**config.mk**
```make
export PLATFORM = sky130hd
export DESIGN_NAME = reg_bank_arbiter_flat
export DESIGN_NICKNAME = d
export VERILOG_FILES = /design/src/rtl/reg_bank_arbiter_pkg.sv /design/src/rtl/reg_bank_arbiter_if.sv /design/src/rtl/reg_bank_word.sv /design/src/rtl/reg_bank_arbiter.sv /design/src/flat_wrapper.sv
export SDC_FILE = /design/constraint.sdc
export NUM_CORES = 1
export LEC_CHECK = 0
export ABC_AREA = 1
export CAP_MARGIN = 20
export CELL_PAD_IN_SITES_DETAIL_PLACEMENT = 0
export CELL_PAD_IN_SITES_GLOBAL_PLACEMENT = 1
export CORE_ASPECT_RATIO = 1.5
export CORE_UTILIZATION = 44
export CTS_BUF_LIST = sky130_fd_sc_hd__clkbuf_4
export DETAILED_ROUTE_END_ITERATION = 16
export HOLD_SLACK_MARGIN = 0.12
export PLACE_DENSITY_LB_ADDON = 0.1
export SYNTH_ARGS = -nofsm -noshare
export SYNTH_HDL_FRONTEND = slang
export SYNTH_SLANG_ARGS = --single-unit
```
**constraint.sdc**
```tcl
create_clock -name clk -period 5 [get_ports clk]
set_clock_uncertainty 0.15 [all_clocks]
set_input_delay 0.75 -clock clk [delete_from_list [all_inputs] [get_ports clk]]
set_output_delay 0.75 -clock clk [all_outputs]
set_load 0.02 [all_outputs]
```
**src/rtl/reg_bank_arbiter_pkg.sv**
```systemverilog
// Shared FSM state type, lock length and clog2 helper for reg_bank_arbiter.
// Optional lock feature: define REG_BANK_ARBITER_LOCK_EN.
package reg_bank_arbiter_pkg;

   typedef logic [0:0] state_t;

   localparam state_t IDLE  = 1'b0;
   localparam state_t GRANT = 1'b1;

   localparam int LOCK_MAX = 4;

   function automatic int clog2(input int v);
      int r;
      r = 0;
      while ((1 << r) < v) r++;
      return (r < 1) ? 1 : r;
   endfunction

endpackage

```
**src/rtl/reg_bank_arbiter_if.sv**
```systemverilog
// Requester-side bus of the register bank arbiter.
// Optional lock vector when REG_BANK_ARBITER_LOCK_EN is defined.
interface reg_bank_arbiter_if
   import reg_bank_arbiter_pkg::*;
#(
   parameter int NREQ  = 4,
   parameter int WIDTH = 8,
   parameter int DEPTH = 8
);

   localparam int AW = clog2(DEPTH);
   localparam int IW = clog2(NREQ);

   logic [NREQ-1:0]       req;
   logic [NREQ-1:0]       we;
   logic [NREQ*AW-1:0]    addr;
   logic [NREQ*WIDTH-1:0] wdata;
`ifdef REG_BANK_ARBITER_LOCK_EN
   logic [NREQ-1:0]       lock;
`endif
   logic [NREQ-1:0]       gnt;
   logic [WIDTH-1:0]      rdata;
   logic                  rvalid;
   logic [IW-1:0]         rid;

`ifdef REG_BANK_ARBITER_LOCK_EN
   modport master (
      output req, we, addr, wdata, lock,
      input  gnt, rdata, rvalid, rid
   );
   modport slave (
      input  req, we, addr, wdata, lock,
      output gnt, rdata, rvalid, rid
   );
`else
   modport master (
      output req, we, addr, wdata,
      input  gnt, rdata, rvalid, rid
   );
   modport slave (
      input  req, we, addr, wdata,
      output gnt, rdata, rvalid, rid
   );
`endif

endinterface

```
**src/rtl/reg_bank_word.sv**
```systemverilog
// One bank register: async active-high reset, load on we.
module reg_bank_word #(
   parameter int WIDTH = 8
) (
   input  logic             clk,
   input  logic             reset,
   input  logic             we,
   input  logic [WIDTH-1:0] d,
   output logic [WIDTH-1:0] q
);

   always_ff @(posedge clk or posedge reset) begin
      if (reset)   q <= '0;
      else if (we) q <= d;
   end

endmodule

```
**src/rtl/reg_bank_arbiter.sv**
```systemverilog
// Round-robin arbiter granting NREQ requesters access to a DEPTH-word bank.
// Define REG_BANK_ARBITER_LOCK_EN to add the per-requester lock input.
module reg_bank_arbiter
   import reg_bank_arbiter_pkg::*;
#(
   parameter int NREQ  = 4,
   parameter int WIDTH = 8,
   parameter int DEPTH = 8
) (
   input  logic               clk,
   input  logic               reset,
   reg_bank_arbiter_if.slave  bus
);

   localparam int AW = clog2(DEPTH);
   localparam int IW = clog2(NREQ);

   state_t           state;
   logic [IW-1:0]    ptr;
   logic [IW-1:0]    win;
   logic [IW-1:0]    pick;
   logic [IW-1:0]    nxt_ptr;
   logic             hold;
   logic             cur_we;
   logic [AW-1:0]    cur_addr;
   logic [WIDTH-1:0] cur_wdata;
   logic [WIDTH-1:0] rd_word;
   logic [DEPTH-1:0] wr_en;
   logic [WIDTH-1:0] q [DEPTH];

   // Scan from the farthest offset down so offset 0 from ptr wins.
   always_comb begin
      pick = '0;
      for (int i = NREQ - 1; i >= 0; i--) begin
         if (bus.req[(int'(ptr) + i) % NREQ])
            pick = IW'((int'(ptr) + i) % NREQ);
      end
   end

   assign cur_we    = bus.we[win];
   assign cur_addr  = bus.addr[int'(win)*AW +: AW];
   assign cur_wdata = bus.wdata[int'(win)*WIDTH +: WIDTH];
   assign nxt_ptr   = (int'(win) == NREQ - 1) ? '0 : win + 1'b1;

   // Out-of-range addresses match no word: writes drop, reads give zero.
   always_comb begin
      rd_word = '0;
      wr_en   = '0;
      for (int k = 0; k < DEPTH; k++) begin
         if (int'(cur_addr) == k) begin
            rd_word  = q[k];
            wr_en[k] = (state == GRANT) && cur_we;
         end
      end
   end

   for (genvar k = 0; k < DEPTH; k++) begin : g_word
      reg_bank_word #(.WIDTH(WIDTH)) u_word (
         .clk   (clk),
         .reset (reset),
         .we    (wr_en[k]),
         .d     (cur_wdata),
         .q     (q[k])
      );
   end

`ifdef REG_BANK_ARBITER_LOCK_EN
   logic [2:0] lock_cnt;

   assign hold = bus.lock[win] &&
                 (int'(lock_cnt) < LOCK_MAX - 1);

   always_ff @(posedge clk or posedge reset) begin
      if (reset)
         lock_cnt <= '0;
      else if (state == GRANT)
         lock_cnt <= hold ? lock_cnt + 3'd1 : 3'd0;
   end
`else
   assign hold = 1'b0;
`endif

   always_ff @(posedge clk or posedge reset) begin
      if (reset) begin
         state      <= IDLE;
         ptr        <= '0;
         win        <= '0;
         bus.gnt    <= '0;
         bus.rdata  <= '0;
         bus.rvalid <= 1'b0;
         bus.rid    <= '0;
      end else begin
         bus.rvalid <= 1'b0;
         unique case (state)
            IDLE: begin
               if (|bus.req) begin
                  win     <= pick;
                  bus.gnt <= NREQ'(1) << pick;
                  state   <= GRANT;
               end
            end
            GRANT: begin
               if (!cur_we) begin
                  bus.rdata  <= rd_word;
                  bus.rvalid <= 1'b1;
                  bus.rid    <= win;
               end
               if (!hold) begin
                  state   <= IDLE;
                  bus.gnt <= '0;
                  ptr     <= nxt_ptr;
               end
            end
            default: state <= IDLE;
         endcase
      end
   end

endmodule

```
**src/flat_wrapper.sv**
```systemverilog
// flat-port wrapper written by rule: the top's interface ports become plain ports
module reg_bank_arbiter_flat import reg_bank_arbiter_pkg::*;
#(
   parameter int NREQ  = 4,
   parameter int WIDTH = 8,
   parameter int DEPTH = 8
)
  (clk, reset, bus_req, bus_we, bus_addr, bus_wdata, bus_gnt, bus_rdata, bus_rvalid, bus_rid);
  reg_bank_arbiter_if #(.NREQ(NREQ), .WIDTH(WIDTH), .DEPTH(DEPTH)) bus_i ();
  input  logic clk;
  input  logic reset;
  input wire logic [$bits(bus_i.req)-1:0] bus_req;
  input wire logic [$bits(bus_i.we)-1:0] bus_we;
  input wire logic [$bits(bus_i.addr)-1:0] bus_addr;
  input wire logic [$bits(bus_i.wdata)-1:0] bus_wdata;
  output wire logic [$bits(bus_i.gnt)-1:0] bus_gnt;
  output wire logic [$bits(bus_i.rdata)-1:0] bus_rdata;
  output wire logic [$bits(bus_i.rvalid)-1:0] bus_rvalid;
  output wire logic [$bits(bus_i.rid)-1:0] bus_rid;
  assign bus_i.req = bus_req;
  assign bus_i.we = bus_we;
  assign bus_i.addr = bus_addr;
  assign bus_i.wdata = bus_wdata;
  assign bus_gnt = bus_i.gnt;
  assign bus_rdata = bus_i.rdata;
  assign bus_rvalid = bus_i.rvalid;
  assign bus_rid = bus_i.rid;
  reg_bank_arbiter #(.NREQ(NREQ), .WIDTH(WIDTH), .DEPTH(DEPTH)) u_core (.clk(clk), .reset(reset), .bus(bus_i));
endmodule
```
==> results of run 1 <==
flip-flops by register name, summed over array words and instances (netlist names):
name	flops
u_core.win	2
u_core.state	1
u_core.bus.rvalid	1
u_core.bus.gnt	4
u_core.bus.rdata	8
u_core.g_word.u_word.q	64
u_core.bus.rid	2
u_core.ptr	2
kinds of logic (layout without fill, tap and decap cells):
logic type,Yosys count,in the layout
buf+inv,70,139
fa+ha+maj,1,1
compound gates,116,116
simple gates,313,313
flops,84,84
per-layer routing:
metal | track usage | part of all wire
met5 | 0 | 0
met4 | 0.104 | 0.022
met3 | 0.0378 | 0.031
met2 | 0.453 | 0.54
met1 | 0.325 | 0.41
path summary, 6_finish.rpt:
| path | from | slack (ns) | cells after the start | endpoint |
|---|---|---|---|---|
| max | u_core.win[0] | 1.67 | 12 | u_core.bus.rdata[0] |
| min | u_core.bus.rdata[5] | 0.35 | 2 | u_core.bus.rdata[5] |
| max reg2reg | u_core.win[0] | 1.67 | 12 | u_core.bus.rdata[0] |
| min reg2reg | u_core.bus.rdata[5] | 0.35 | 2 | u_core.bus.rdata[5] |
| max in group asynchronous | reset | 3.42 | 4 | u_core.g_word[5].u_word.q[4] |
| min in group asynchronous | reset | 0.37 | 2 | u_core.bus.rdata[6] |
worst max-delay path, cell delays in order (launching register included):
cell and delay [ns]:
dfrtp_1 0.90, inv_4 0.25, nand2_1 0.12, nand3_1 0.07
nand2_1 0.09, buf_4 0.32, inv_1 0.17, nand2_1 0.45
inv_1 0.24, a21oi_1 0.17, nand4_1 0.15, nand2_1 0.10
nand2_1 0.05
cell type report:
type,instances,area [um2]
clock inverters,7,91.3
multi-input cells,430,1970
repair buffers,74,746
fillers,968,4380
clock buffers,9,67.6
flip-flops and latches,84,2100
inverters,49,188
well taps,115,144
metrics by stage:
stage	hold slack, ns	area [um2]	setup WS [ns]	std cells	power, mW
CTS	0.355	5270	1.67	766	3.37
finish	0.347	5310	1.67	768	3.36
floorplan	0.312	4390	1.93	584	2.33
global route	0.366	5310	1.32	768	3.66
detailed placement	0.322	5110	1.59	750	2.93
global placement	0.316	5100	1.66	749	2.89
power by group:
group | switching, mW | internal [mW]
registers | 0.198 | 0.986
clock network | 0.242 | 0.200
logic | 1.21 | 0.526
layout by cell type, fill, tap and decap left out, drive strengths merged, types with 2 or more instances in the layout:
master	n
nand2	202
o21ai	97
dfrtp	84
clkdlybuf4s50	68
nor2	53
inv	48
nand3	37
nand4	14
o22ai	9
clkbuf	9
a21oi	8
buf	6
nor3	5
clkinv	4
clkinvlp	2
bufinv	2
==> flow_metrics.py, run 1 <==
metrics = {
    "synthesis": {
        "ys_seq_area_frac": 0.479,
        "synth_top_family_by_area": "simple AND/OR/NAND/NOR gates",
        "synth.most_common_cell": "nand2_1",
        "synth-simple-area-share": 0.308,
        "ys_async_sr_fraction": 1.00,
        "post_synth_mux_area_share": 0,
        "yosysTopAreaCell": "dfrtp_1",
        "syn_area_um2": 4390,
        "synthAdderAreaFrac": 0.00285,
        "synth_edf_count": 0,
        "synth_ff_type": "dfrtp_1",
        "ys_top_cells_by_area": "dfrtp_1, nand2_1, o21ai_0",
        "synth.distinct_cells": 27,
        "synth_compound_area_frac": 0.137,
        "synthTopCellsByCount": "nand2_1, o21ai_0, dfrtp_1, inv_1, nor2_1",
        "ys_seq_elements": 84,
        "synth_nets": 639,
        "synth.top_cell.area_share": 0.479,
        "yosysWarnings": 0,
        "netlist_instances": 584,
        "syn_area_per_cell_um2": 7.51,
        "synth_xor_area_frac": 0,
    },
    "grt": {
        "grt_overflow_total": 0,
        "grt_max_degree": 61,
        "track_usage": 0.261,
        "grt_pass1_wl_mm": 21.2,
        "first_global_vias": 4095,
        "antenna_found_initial": 0,
    },
    "floorplan": {
        "die_w_um": 83.5,
        "die_h_um": 124,
        "ioPinCount": 69,
        "start_util": 0.453,
        "dieArea_um2": 10400,
        "rows": 44,
        "coreArea_um2": 9690,
    },
    "outcome": {
        "status": "finished clean",
    },
    "clocking": {
        "cts_tree": "done",
        "ctsHtreeMaxLevel": 3,
        "clk_latency_ns": 0.45,
        "cts_setup_buffers": 0,
        "cts_hold_buf": 0,
        "cts-root-buf": "clkbuf_4",
        "cts.sinks": 84,
        "cts_buffers": 9,
        "cts_resized": 0,
        "cts_max_path_buffers": 2,
        "cts.reportedPaths.clkPinSlew_ns": 0.14,
    },
    "timing": {
        "relSlewSlack": 0.261,
        "drv_slew": 0,
        "max_freq_mhz": 301,
        "rsz0062_at_grt": "false",
        "fin_crit_sh": 0.665,
        "min_period_ns": 3.33,
        "tightest_slew_ns": 1.11,
        "tns_ns": 0,
        "finalHoldViolCount": 0,
        "setup_viol": 0,
    },
    "routing": {
        "routed_via_density": 5.35,
        "drc": 0,
        "vias": 4110,
        "wirelength_mm": 12.8,
        "avgRoutedWirePerCell_um": 16.6,
        "drtIter0Drc": 245,
        "ant_nets": 0,
        "dr.pass1.iters": 5,
    },
    "run": {
        "maxCapViolCount": 0,
    },
    "placed_design": {
        "dpl.hpwl_mm": 9.32,
        "place_congestion": 0.803,
        "port-buffer-count": 68,
    },
    "hold_path": {
        "min_path_type": "flip-flop to flip-flop",
    },
    "worst_setup_path": {
        "path_max_fanout": 29,
        "crit_path_end_kind": "flip-flop",
        "required_ns": 5.19,
        "worst-setup-path-type": "flip-flop to flip-flop",
        "start_kind": "flip-flop",
        "crit_arrival_ns": 3.52,
    },
    "pwr": {
        "p_per_area_nw_per_um2": 633,
        "leakage_nw": 2.54,
        "vdd.ir_drop.worst_mv": 0.322,
    },
    "cells_and_area": {
        "drive_gt1_frac": 0.0582,
        "finalCoreUtilization": 0.548,
        "area_growth_pct": 20.9,
        "insertedDiodeCount": 0,
        "final_nets": 703,
    },
}
Power figures use the tool's default switching activity.
==> run 2: changes to the inputs <==
--- a/config.mk
+++ b/config.mk
@@ -10,7 +10,7 @@
 export CELL_PAD_IN_SITES_DETAIL_PLACEMENT = 0
 export CELL_PAD_IN_SITES_GLOBAL_PLACEMENT = 1
 export CORE_ASPECT_RATIO = 1.5
-export CORE_UTILIZATION = 44
+export CORE_UTILIZATION = 37
 export CTS_BUF_LIST = sky130_fd_sc_hd__clkbuf_4
 export DETAILED_ROUTE_END_ITERATION = 16
 export HOLD_SLACK_MARGIN = 0.12
==> constraint.sdc (replaced) <==
create_clock -name clk -period 2.9 [get_ports clk]
set_clock_uncertainty 0.15 [all_clocks]
set_input_delay 0.435 -clock clk [delete_from_list [all_inputs] [get_ports clk]]
set_output_delay 0.435 -clock clk [all_outputs]
set_load 0.02 [all_outputs]
==> run 2 against run 1 <==
Combinational power rose by 90%. Die area rose by 19%. Sequential power rose by 69%. First-iteration DRC count fell by 15%. Non-clock buffer count rose by 18. Register-to-register slack got worse by 1.2 ns.
==> flow_metrics.py, run 2 (same netlist as run 1, synthesis figures left out) <==
metrics = {
    "outcome": {
        "status": "finished clean",
    },
    "worst_setup_path": {
        "path_depth": 11,
        "critPathMaxStageDelay_ns": 0.50,
        "crit_path_end_kind": "flip-flop",
        "crit_buf_inv": 2,
        "cp_top_family": "simple AND/OR/NAND/NOR gates",
        "crit_arrival_ns": 2.69,
        "path_max_fanout": 21,
        "cp_slowest_cell": "dfrtp_1",
        "ff2ff_path_depth": 11,
        "start_kind": "flip-flop",
        "crit_path_cell_trace": "buf_4, nand2_1, nand3_1, nand2_1, nor2_2, nand2_2, inv_1, a21oi_1, nand4_1, nand2_1, nand2_1",
        "worst-setup-path-type": "flip-flop to flip-flop",
        "required_ns": 3.16,
        "worst_path_most_repeated_cell": "nand2_1",
    },
    "run": {
        "maxCapViolCount": 0,
    },
    "pwr": {
        "pwr-share-comb": 0.534,
        "clkPwrFrac": 0.140,
        "p_int_mw": 3.26,
        "vdd.ir_drop.worst_mv": 0.560,
        "p_per_area_nw_per_um2": 1110,
        "p_seq_frac": 0.325,
        "leakage_nw": 2.65,
        "p_sw_mw": 2.89,
        "switching_share": 0.470,
        "finalPower_mw": 6.14,
    },
    "cells_and_area": {
        "fillCellCount": 1198,
        "final_common_cell": "nand2_1",
        "instances_no_fill": 821,
        "stdcell_area_um2": 5530,
        "regArea_um2": 2100,
        "multi_input_area_um2": 1970,
        "reg.largest.list": "u_core.g_word.u_word.q x64, u_core.bus.rdata x8, u_core.bus.gnt x4",
        "drive_gt1_frac": 0.0836,
        "regMostFlops": "u_core.g_word.u_word.q",
        "largest_reg_flops": 64,
        "area_growth_pct": 26.0,
        "final_nets": 721,
        "layout_common_cells": "nand2_1, o21ai_0, dfrtp_1",
    },
    "routing": {
        "vias": 4121,
        "routed_via_density": 5.02,
        "drc": 0,
        "ant_nets": 0,
        "drtIter0Drc": 209,
        "avgRoutedWirePerCell_um": 16.3,
        "dr.pass1.iters": 4,
        "wirelength_mm": 13.4,
    },
    "clocking": {
        "cts.reportedPaths.clkPinSlew_ns": 0.13,
        "cts_buffers": 9,
        "cts_tree": "done",
        "cts-root-buf": "clkbuf_4",
        "cts_max_path_buffers": 2,
        "clk_latency_ns": 0.45,
        "cts_resized": 0,
        "ctsHtreeMaxLevel": 3,
        "cts.sinks": 84,
    },
    "floorplan": {
        "dieArea_um2": 12300,
        "coreArea_um2": 11500,
        "die_h_um": 135,
        "rows": 48,
        "start_util": 0.381,
        "ioPinCount": 69,
        "die_w_um": 90.9,
    },
    "grt": {
        "antenna_found_initial": 1,
        "grt_pass1_wl_mm": 21.7,
        "grt_overflow_total": 0,
        "grt_max_degree": 47,
        "track_usage": 0.235,
        "first_global_vias": 4094,
    },
    "placed_design": {
        "place_area_um2": 5340,
        "port-buffer-count": 68,
        "place_inst": 804,
        "place_congestion": 0.814,
        "place_ws_ns": 0.306,
        "dpl.hpwl_mm": 9.87,
    },
    "timing": {
        "fin_crit_sh": 0.840,
        "layout_setup_ws_ns": 0.464,
        "finalHoldViolCount": 0,
        "tightest_slew_ns": 0.509,
        "min_period_ns": 2.44,
        "drv_slew": 0,
        "setup_viol": 0,
        "relSlewSlack": 0.660,
        "rsz0062_at_grt": "false",
        "tns_ns": 0,
        "max_freq_mhz": 410,
    },
    "hold_path": {
        "hold_depth": 2,
        "min_path_type": "flip-flop to flip-flop",
    },
}
[run 2: tightest hold or removal path: stages, from the launching register on]
cell and delay (ns):
dfrtp_1 0.37, nand2_1 0.05, o21ai_0 0.06
[run 2: worst paths after layout]
check | slack, ns | from | end
setup / recovery | 0.46 | u_core.win[0] | u_core.bus.rdata[5]
hold / removal | 0.35 | u_core.bus.rid[1] | u_core.bus.rid[1]
setup reg to reg | 0.46 | u_core.win[0] | u_core.bus.rdata[5]
hold reg to reg | 0.35 | u_core.bus.rid[1] | u_core.bus.rid[1]
max in group asynchronous | 1.35 | reset | u_core.bus.gnt[3]
min in group asynchronous | 0.59 | reset | u_core.bus.rdata[5]
[run 2: layout make-up]
type,count,share of cell area
antenna,1,0.000453
clock buffer,11,0.0149
clock inverter,4,0.0179
inverter,49,0.0339
multi-input combinational,430,0.356
sequential,84,0.380
tap,150,0.0339
timing repair buffer,92,0.163
[run 2: power groups by stage]
stage | sequential, mW | combinational [mW] | clock [mW]
final | 2.00 | 3.28 | 0.863
after global routing | 2.06 | 3.71 | 0.918
after CTS | 2.00 | 3.35 | 0.885
after detailed placement | 2.03 | 3.33 | 0
after global placement | 2.01 | 3.29 | 0
after floorplan | 2.04 | 1.98 | 0
[run 2: metal layers]
| metal | GRT usage | wire, um | vias up |
|---|---|---|---|
| met5 | 0 | 0 | - |
| met4 | 0.108 | 334 | 0 |
| met3 | 0.0213 | 310 | 22 |
| met2 | 0.443 | 7480 | 72 |
| met1 | 0.267 | 5260 | 1964 |
| li1 | - | - | 2063 |
[run 2: timing repair]
| item | 4_1_cts | 5_1_grt |
|---|---|---|
| endpoints found under the hold margin | 10 | 0 |
| hold buffers | 1 | 0 |
| buffers inserted | 0 | 0 |
[run 2: per-stage QoR]
step / hold WS (ns) / util
after floorplan: 0.312 / -
after global placement: 0.311 / 0.463
after detailed placement: 0.327 / 0.463
after CTS: 0.361 / 0.479
after global routing: 0.383 / 0.479
final: 0.353 / 0.479
==> run 3: changes to the inputs <==
==> constraint.sdc (replaced) <==
create_clock -name clk -period 2.2 [get_ports clk]
set_clock_uncertainty 0.15 [all_clocks]
set_input_delay 0.33 -clock clk [delete_from_list [all_inputs] [get_ports clk]]
set_output_delay 0.33 -clock clk [all_outputs]
set_load 0.02 [all_outputs]
==> run 3 against run 2 <==
Worst hold slack worse by 0.20 ns. Largest cell class unchanged. Via count up 3.5%. Die area unchanged. Cell count up 3.7%. Core utilization up 3.0 points. Combinational power up 55%. Sequential share of layout area down 2.2 points. Highest routed layer unchanged. Register-to-register slack worse by 0.38 ns. First-iteration DRC count down 25%. Fmax up 15%. Sequential power up 33%. Global-route usage up 0.21 points.
==> flow_metrics.py, run 3 (same netlist as run 1, synthesis figures left out) <==
metrics = {
    "clocking": {
        "cts_buffers": 9,
        "cts_setup_buffers": 0,
        "cts-root-buf": "clkbuf_4",
        "cts_max_path_buffers": 2,
        "cts.sinks": 84,
        "ctsHtreeMaxLevel": 3,
        "clk_latency_ns": 0.46,
        "cts.reportedPaths.clkPinSlew_ns": 0.14,
        "cts_tree": "done",
    },
    "cells_and_area": {
        "instances_no_fill": 851,
        "stdcell_area_um2": 5880,
        "drive_gt1_frac": 0.154,
        "layout_common_cells": "nand2_1, o21ai_0, dfrtp_1",
        "reg.largest.list": "u_core.g_word.u_word.q x64, u_core.bus.rdata x8, u_core.bus.gnt x4",
        "finalCoreUtilization": 0.510,
        "final_common_cell": "nand2_1",
        "regMostFlops": "u_core.g_word.u_word.q",
        "largest_reg_flops": 64,
        "area_growth_pct": 34.0,
        "final_nets": 750,
    },
    "worst_setup_path": {
        "crit_arrival_ns": 2.33,
        "crit_buf_inv": 2,
        "ff2ff_path_depth": 12,
        "worst-setup-path-type": "flip-flop to flip-flop",
        "critPathMaxStageDelay_ns": 0.50,
        "cp_top_family": "simple AND/OR/NAND/NOR gates",
        "reg2reg_slack_ns": 0.09,
        "cp_slowest_cell": "dfrtp_2",
        "crit_path_cell_trace": "buf_4, nand2_1, nand3_1, nand2_4, nor2_2, buf_12, nand3_1, nand3_1, nor2_2, nand4_1, nand2_1, nand2_1",
        "r2r_start": "u_core.win[0]",
        "path_max_fanout": 7,
        "crit_path_end_kind": "flip-flop",
        "reg2reg_to": "u_core.bus.rdata[4]",
        "required_ns": 2.41,
        "start_kind": "flip-flop",
    },
    "timing": {
        "relSlewSlack": 0.678,
        "finalHoldViolCount": 0,
        "drv_slew": 0,
        "tns_ns": 0,
        "tightest_slew_ns": 0.478,
        "min_period_ns": 2.11,
        "fin_crit_sh": 0.961,
        "max_freq_mhz": 473,
        "rsz0062_at_grt": "true",
        "setup_viol": 0,
    },
    "routing": {
        "routed_via_density": 5.01,
        "vias": 4267,
        "drtIter0Drc": 156,
        "avgRoutedWirePerCell_um": 16.2,
        "ant_nets": 0,
        "drc": 0,
        "dr.pass1.iters": 4,
        "wirelength_mm": 13.8,
    },
    "floorplan": {
        "ioPinCount": 69,
        "die_w_um": 90.9,
        "rows": 48,
        "die_h_um": 135,
        "start_util": 0.381,
        "coreArea_um2": 11500,
        "dieArea_um2": 12300,
    },
    "grt": {
        "grt_overflow_total": 0,
        "grt_pass1_wl_mm": 22.0,
        "grt_max_degree": 64,
        "antenna_found_initial": 1,
        "first_global_vias": 4214,
        "track_usage": 0.237,
    },
    "placed_design": {
        "place_congestion": 0.818,
        "port-buffer-count": 68,
        "place_area_um2": 5640,
        "dpl.hpwl_mm": 10.3,
        "place_inst": 834,
    },
    "pwr": {
        "vdd.ir_drop.worst_mv": 0.721,
        "finalPower_mw": 8.66,
        "leakage_nw": 2.81,
        "p_per_area_nw_per_um2": 1470,
    },
    "hold_path": {
        "min_path_type": "input pin to async pin",
    },
    "outcome": {
        "status": "finished clean",
    },
    "run": {
        "maxCapViolCount": 0,
    },
}
==> run 3: worst max-delay path by stage <==
stage                  start                      endpoint  slack (ns)  depth (start not counted)
2_1_floorplan  u_core.win[0]  u_core.g_word[3].u_word.q[0]        0.29                         11
3_3_place_gp     bus_addr[5]           u_core.bus.rdata[0]       -0.43                         12
3_5_place_dp     bus_addr[2]           u_core.bus.rdata[0]       -0.41                         12
4_1_cts        u_core.win[0]           u_core.bus.rdata[4]       0.004                         12
5_1_grt        u_core.win[0]           u_core.bus.rdata[0]       -0.04                         12
6_report       u_core.win[0]           u_core.bus.rdata[4]        0.09                         12
==> run 3: power by group <==
part           internal [mW]  switching, mW
registers               2.25          0.415
logic                   1.97           3.10
clock network          0.360          0.567
total                   4.58           4.09
==> run 3: through the flow <==
| step | worst slack, ns | hold WS, ns |
|---|---|---|
| 2_1_floorplan | 0.294 | 0.312 |
| 3_3_place_gp | -0.432 | 0.314 |
| 3_5_place_dp | -0.407 | 0.319 |
| 4_1_cts | 0.00357 | 0.141 |
| 5_1_grt | -0.0409 | 0.180 |
| 6_report | 0.0856 | 0.157 |
==> run 3: timing repair <==
item	4_1_cts	5_1_grt
hold buffers	0	0
endpoints found under the hold margin	0	0
endpoints found under the setup margin	29	45
gates resized for setup	8	24
pin swaps	0	10
==> run 3: final cells by class <==
| class | count | area, um2 |
|---|---|---|
| inverters | 49 | 196 |
| clock buffers | 10 | 75.1 |
| flip-flops and latches | 84 | 2100 |
| repair buffers | 121 | 1190 |
| clock inverters | 6 | 65.1 |
| multi-input cells | 430 | 2060 |
| well taps | 150 | 188 |
| fillers | 1209 | 5650 |
| diodes | 1 | 2.50 |
==> run 3: routing by layer <==
layer / track usage / wire length, um / part of all wire
met1: 0.265 / 5460 / 0.40
met5: 0 / 0 / 0
met3: 0.0348 / 324 / 0.024
met4: 0.0811 / 293 / 0.021
met2: 0.455 / 7700 / 0.56
==> run 3: worst reg2reg max path, delay by kind of cell, from the launching register on <==
family                 cells  cell delay, ns
and+or+nand+nor           10            1.06
DFF                        1            0.50
buffers and inverters      2            0.31
==> edit, RTL diff (flow settings as in run 3) <==
`DEPTH` is set to 8 in 3 places; all go to 4.
--- a/src/rtl/reg_bank_arbiter_if.sv
+++ b/src/rtl/reg_bank_arbiter_if.sv
@@ -5,7 +5,7 @@
 #(
    parameter int NREQ  = 4,
    parameter int WIDTH = 8,
-   parameter int DEPTH = 8
+   parameter int DEPTH = 4
 );
 
    localparam int AW = clog2(DEPTH);
--- a/src/rtl/reg_bank_arbiter.sv
+++ b/src/rtl/reg_bank_arbiter.sv
@@ -5,7 +5,7 @@
 #(
    parameter int NREQ  = 4,
    parameter int WIDTH = 8,
-   parameter int DEPTH = 8
+   parameter int DEPTH = 4
 ) (
    input  logic               clk,
    input  logic               reset,
--- a/src/flat_wrapper.sv
+++ b/src/flat_wrapper.sv
@@ -3,7 +3,7 @@
 #(
    parameter int NREQ  = 4,
    parameter int WIDTH = 8,
-   parameter int DEPTH = 8
+   parameter int DEPTH = 4
 )
   (clk, reset, bus_req, bus_we, bus_addr, bus_wdata, bus_gnt, bus_rdata, bus_rvalid, bus_rid);
   reg_bank_arbiter_if #(.NREQ(NREQ), .WIDTH(WIDTH), .DEPTH(DEPTH)) bus_i ();
Ports: changed (resized bus_addr); port bits go from 69 to 65. No check against the original RTL was run, so the function may have changed too.
==> edit against run 3 <==
Worst hold slack better by 0.20 ns; sequential share of layout area down 1.4 points; sequential power fell by 38%; die area decreased by 35%; power decreased by 38%; sequential cell count is 32 lower; area after synthesis is 35% lower; fmax is 6.6% higher; count of clock-buffer cells in the layout down 4; clock power fell by 38%; wire length shrank 45%; setup slack better by 0.13 ns; cell area shrank 36%; largest power group unchanged.
==> edit: results <==
group,metric,value,unit
status,status,"finished, final reports clean",
clocking,h-tree-depth,2,
worst_setup_path,startpoint,"u_core.win[1]",
pwr,comb_power_share,58.8,%
worst_setup_path,crit_arrival,2.12,ns
placement,dp.cells,529,
clocking,cts_resized,0,
sta,worst_slew_pin_slew,0.6106,ns
worst_setup_path,worst-path-max-fanout,12,
clocking,insertion_delay,0.38,ns
layout,diodes,0,
pwr,comb-power,3.16,mW
layout,stdcell_count,539,
yosys,synth_fa_ha_area_share,0.4411,%
yosys,synth_compound_area_share,12.40,%
pwr,leakagePower,1.811,nW
drt,wirelength,7601,um
yosys,synth_common_cells,"nand2_1, dfrtp_1, o21ai_0, inv_1, nand3_1",
placement,hpwl,5856,um
grt,track_usage,20.62,%
layout,fill_cells,743,
yosys,yosys_warnings,0,
yosys,syn_nets,410,
clocking,postCtsHoldBufs,1,
pwr,seq_power_share,30.5,%
pwr,p_sw,2.479,mW
yosys,synth.area.mux_share,4.235,%
drt,drt_iter0_drc,136,
layout,nets,489,
yosys,seq_area_frac_synth,45.88,%
grt,grt_pass1_wl,12440,um
pwr,peakVddDrop,0.6017,mV
yosys,synth.avg_cell_area,7.901,sq um
placement,numPortBuffers,64,
clocking,path_clk_slew,0.16,ns
yosys,synth.area.top_cells,"dfrtp_1, nand2_1, o21ai_0",
placement,gp_congestion,0.8597,
layout,drive_gt1_share,11.85,%
grt,grt_max_degree,32,
edit: final timing paths:
| check | endpoint | slack, ns | cells past startpoint |
|---|---|---|---|
| max | u_core.g_word[0].u_word.q[3] | 0.22 | 6 |
| min | u_core.bus.rdata[3] | 0.35 | 2 |
| max reg2reg | u_core.g_word[0].u_word.q[3] | 0.22 | 6 |
| min reg2reg | u_core.bus.rdata[3] | 0.35 | 2 |
| max in group asynchronous | u_core.g_word[1].u_word.q[3] | 0.76 | 4 |
| min in group asynchronous | u_core.bus.rdata[1] | 0.63 | 3 |
edit: layer usage:
| metal | wire length, um | vias to the layer above | global-route usage [%] |
|---|---|---|---|
| met4 | 197 | 0 | 8.104 |
| met3 | 228 | 16 | 3.235 |
| met2 | 3987 | 62 | 36.96 |
| met1 | 3187 | 1206 | 24.11 |
| met5 | 0 | - | 0 |
| li1 | - | 1311 | - |
edit: critical path, stage by stage, from the launching register on:
cell and delay [ns]:
dfrtp_1 0.40, inv_1 0.30, nand3_1 0.19, nand2_4 0.17, nand2_2 0.12, nor2_8 0.23, mux2_4 0.32
edit: final cells by class:
type / instances / area [sq um] / area share (%)
multi-input cells: 258 / 1310 / 34.66
flip-flops and latches: 52 / 1301 / 34.43
repair buffers: 84 / 818.3 / 21.65
inverters: 37 / 141.4 / 3.740
well taps: 100 / 125.1 / 3.310
clock buffers: 6 / 45.04 / 1.192
clock inverters: 2 / 38.79 / 1.026
edit: metrics by stage:
| step | setup WS [ns] | cell area, sq um |
|---|---|---|
| detailed placement | 0.09994 | 3664 |
| CTS | 0.1761 | 3757 |
| global placement | 0.1232 | 3664 |
| floorplan | 0.4584 | 2836 |
| finish | 0.2166 | 3780 |
| global route | 0.03981 | 3780 |
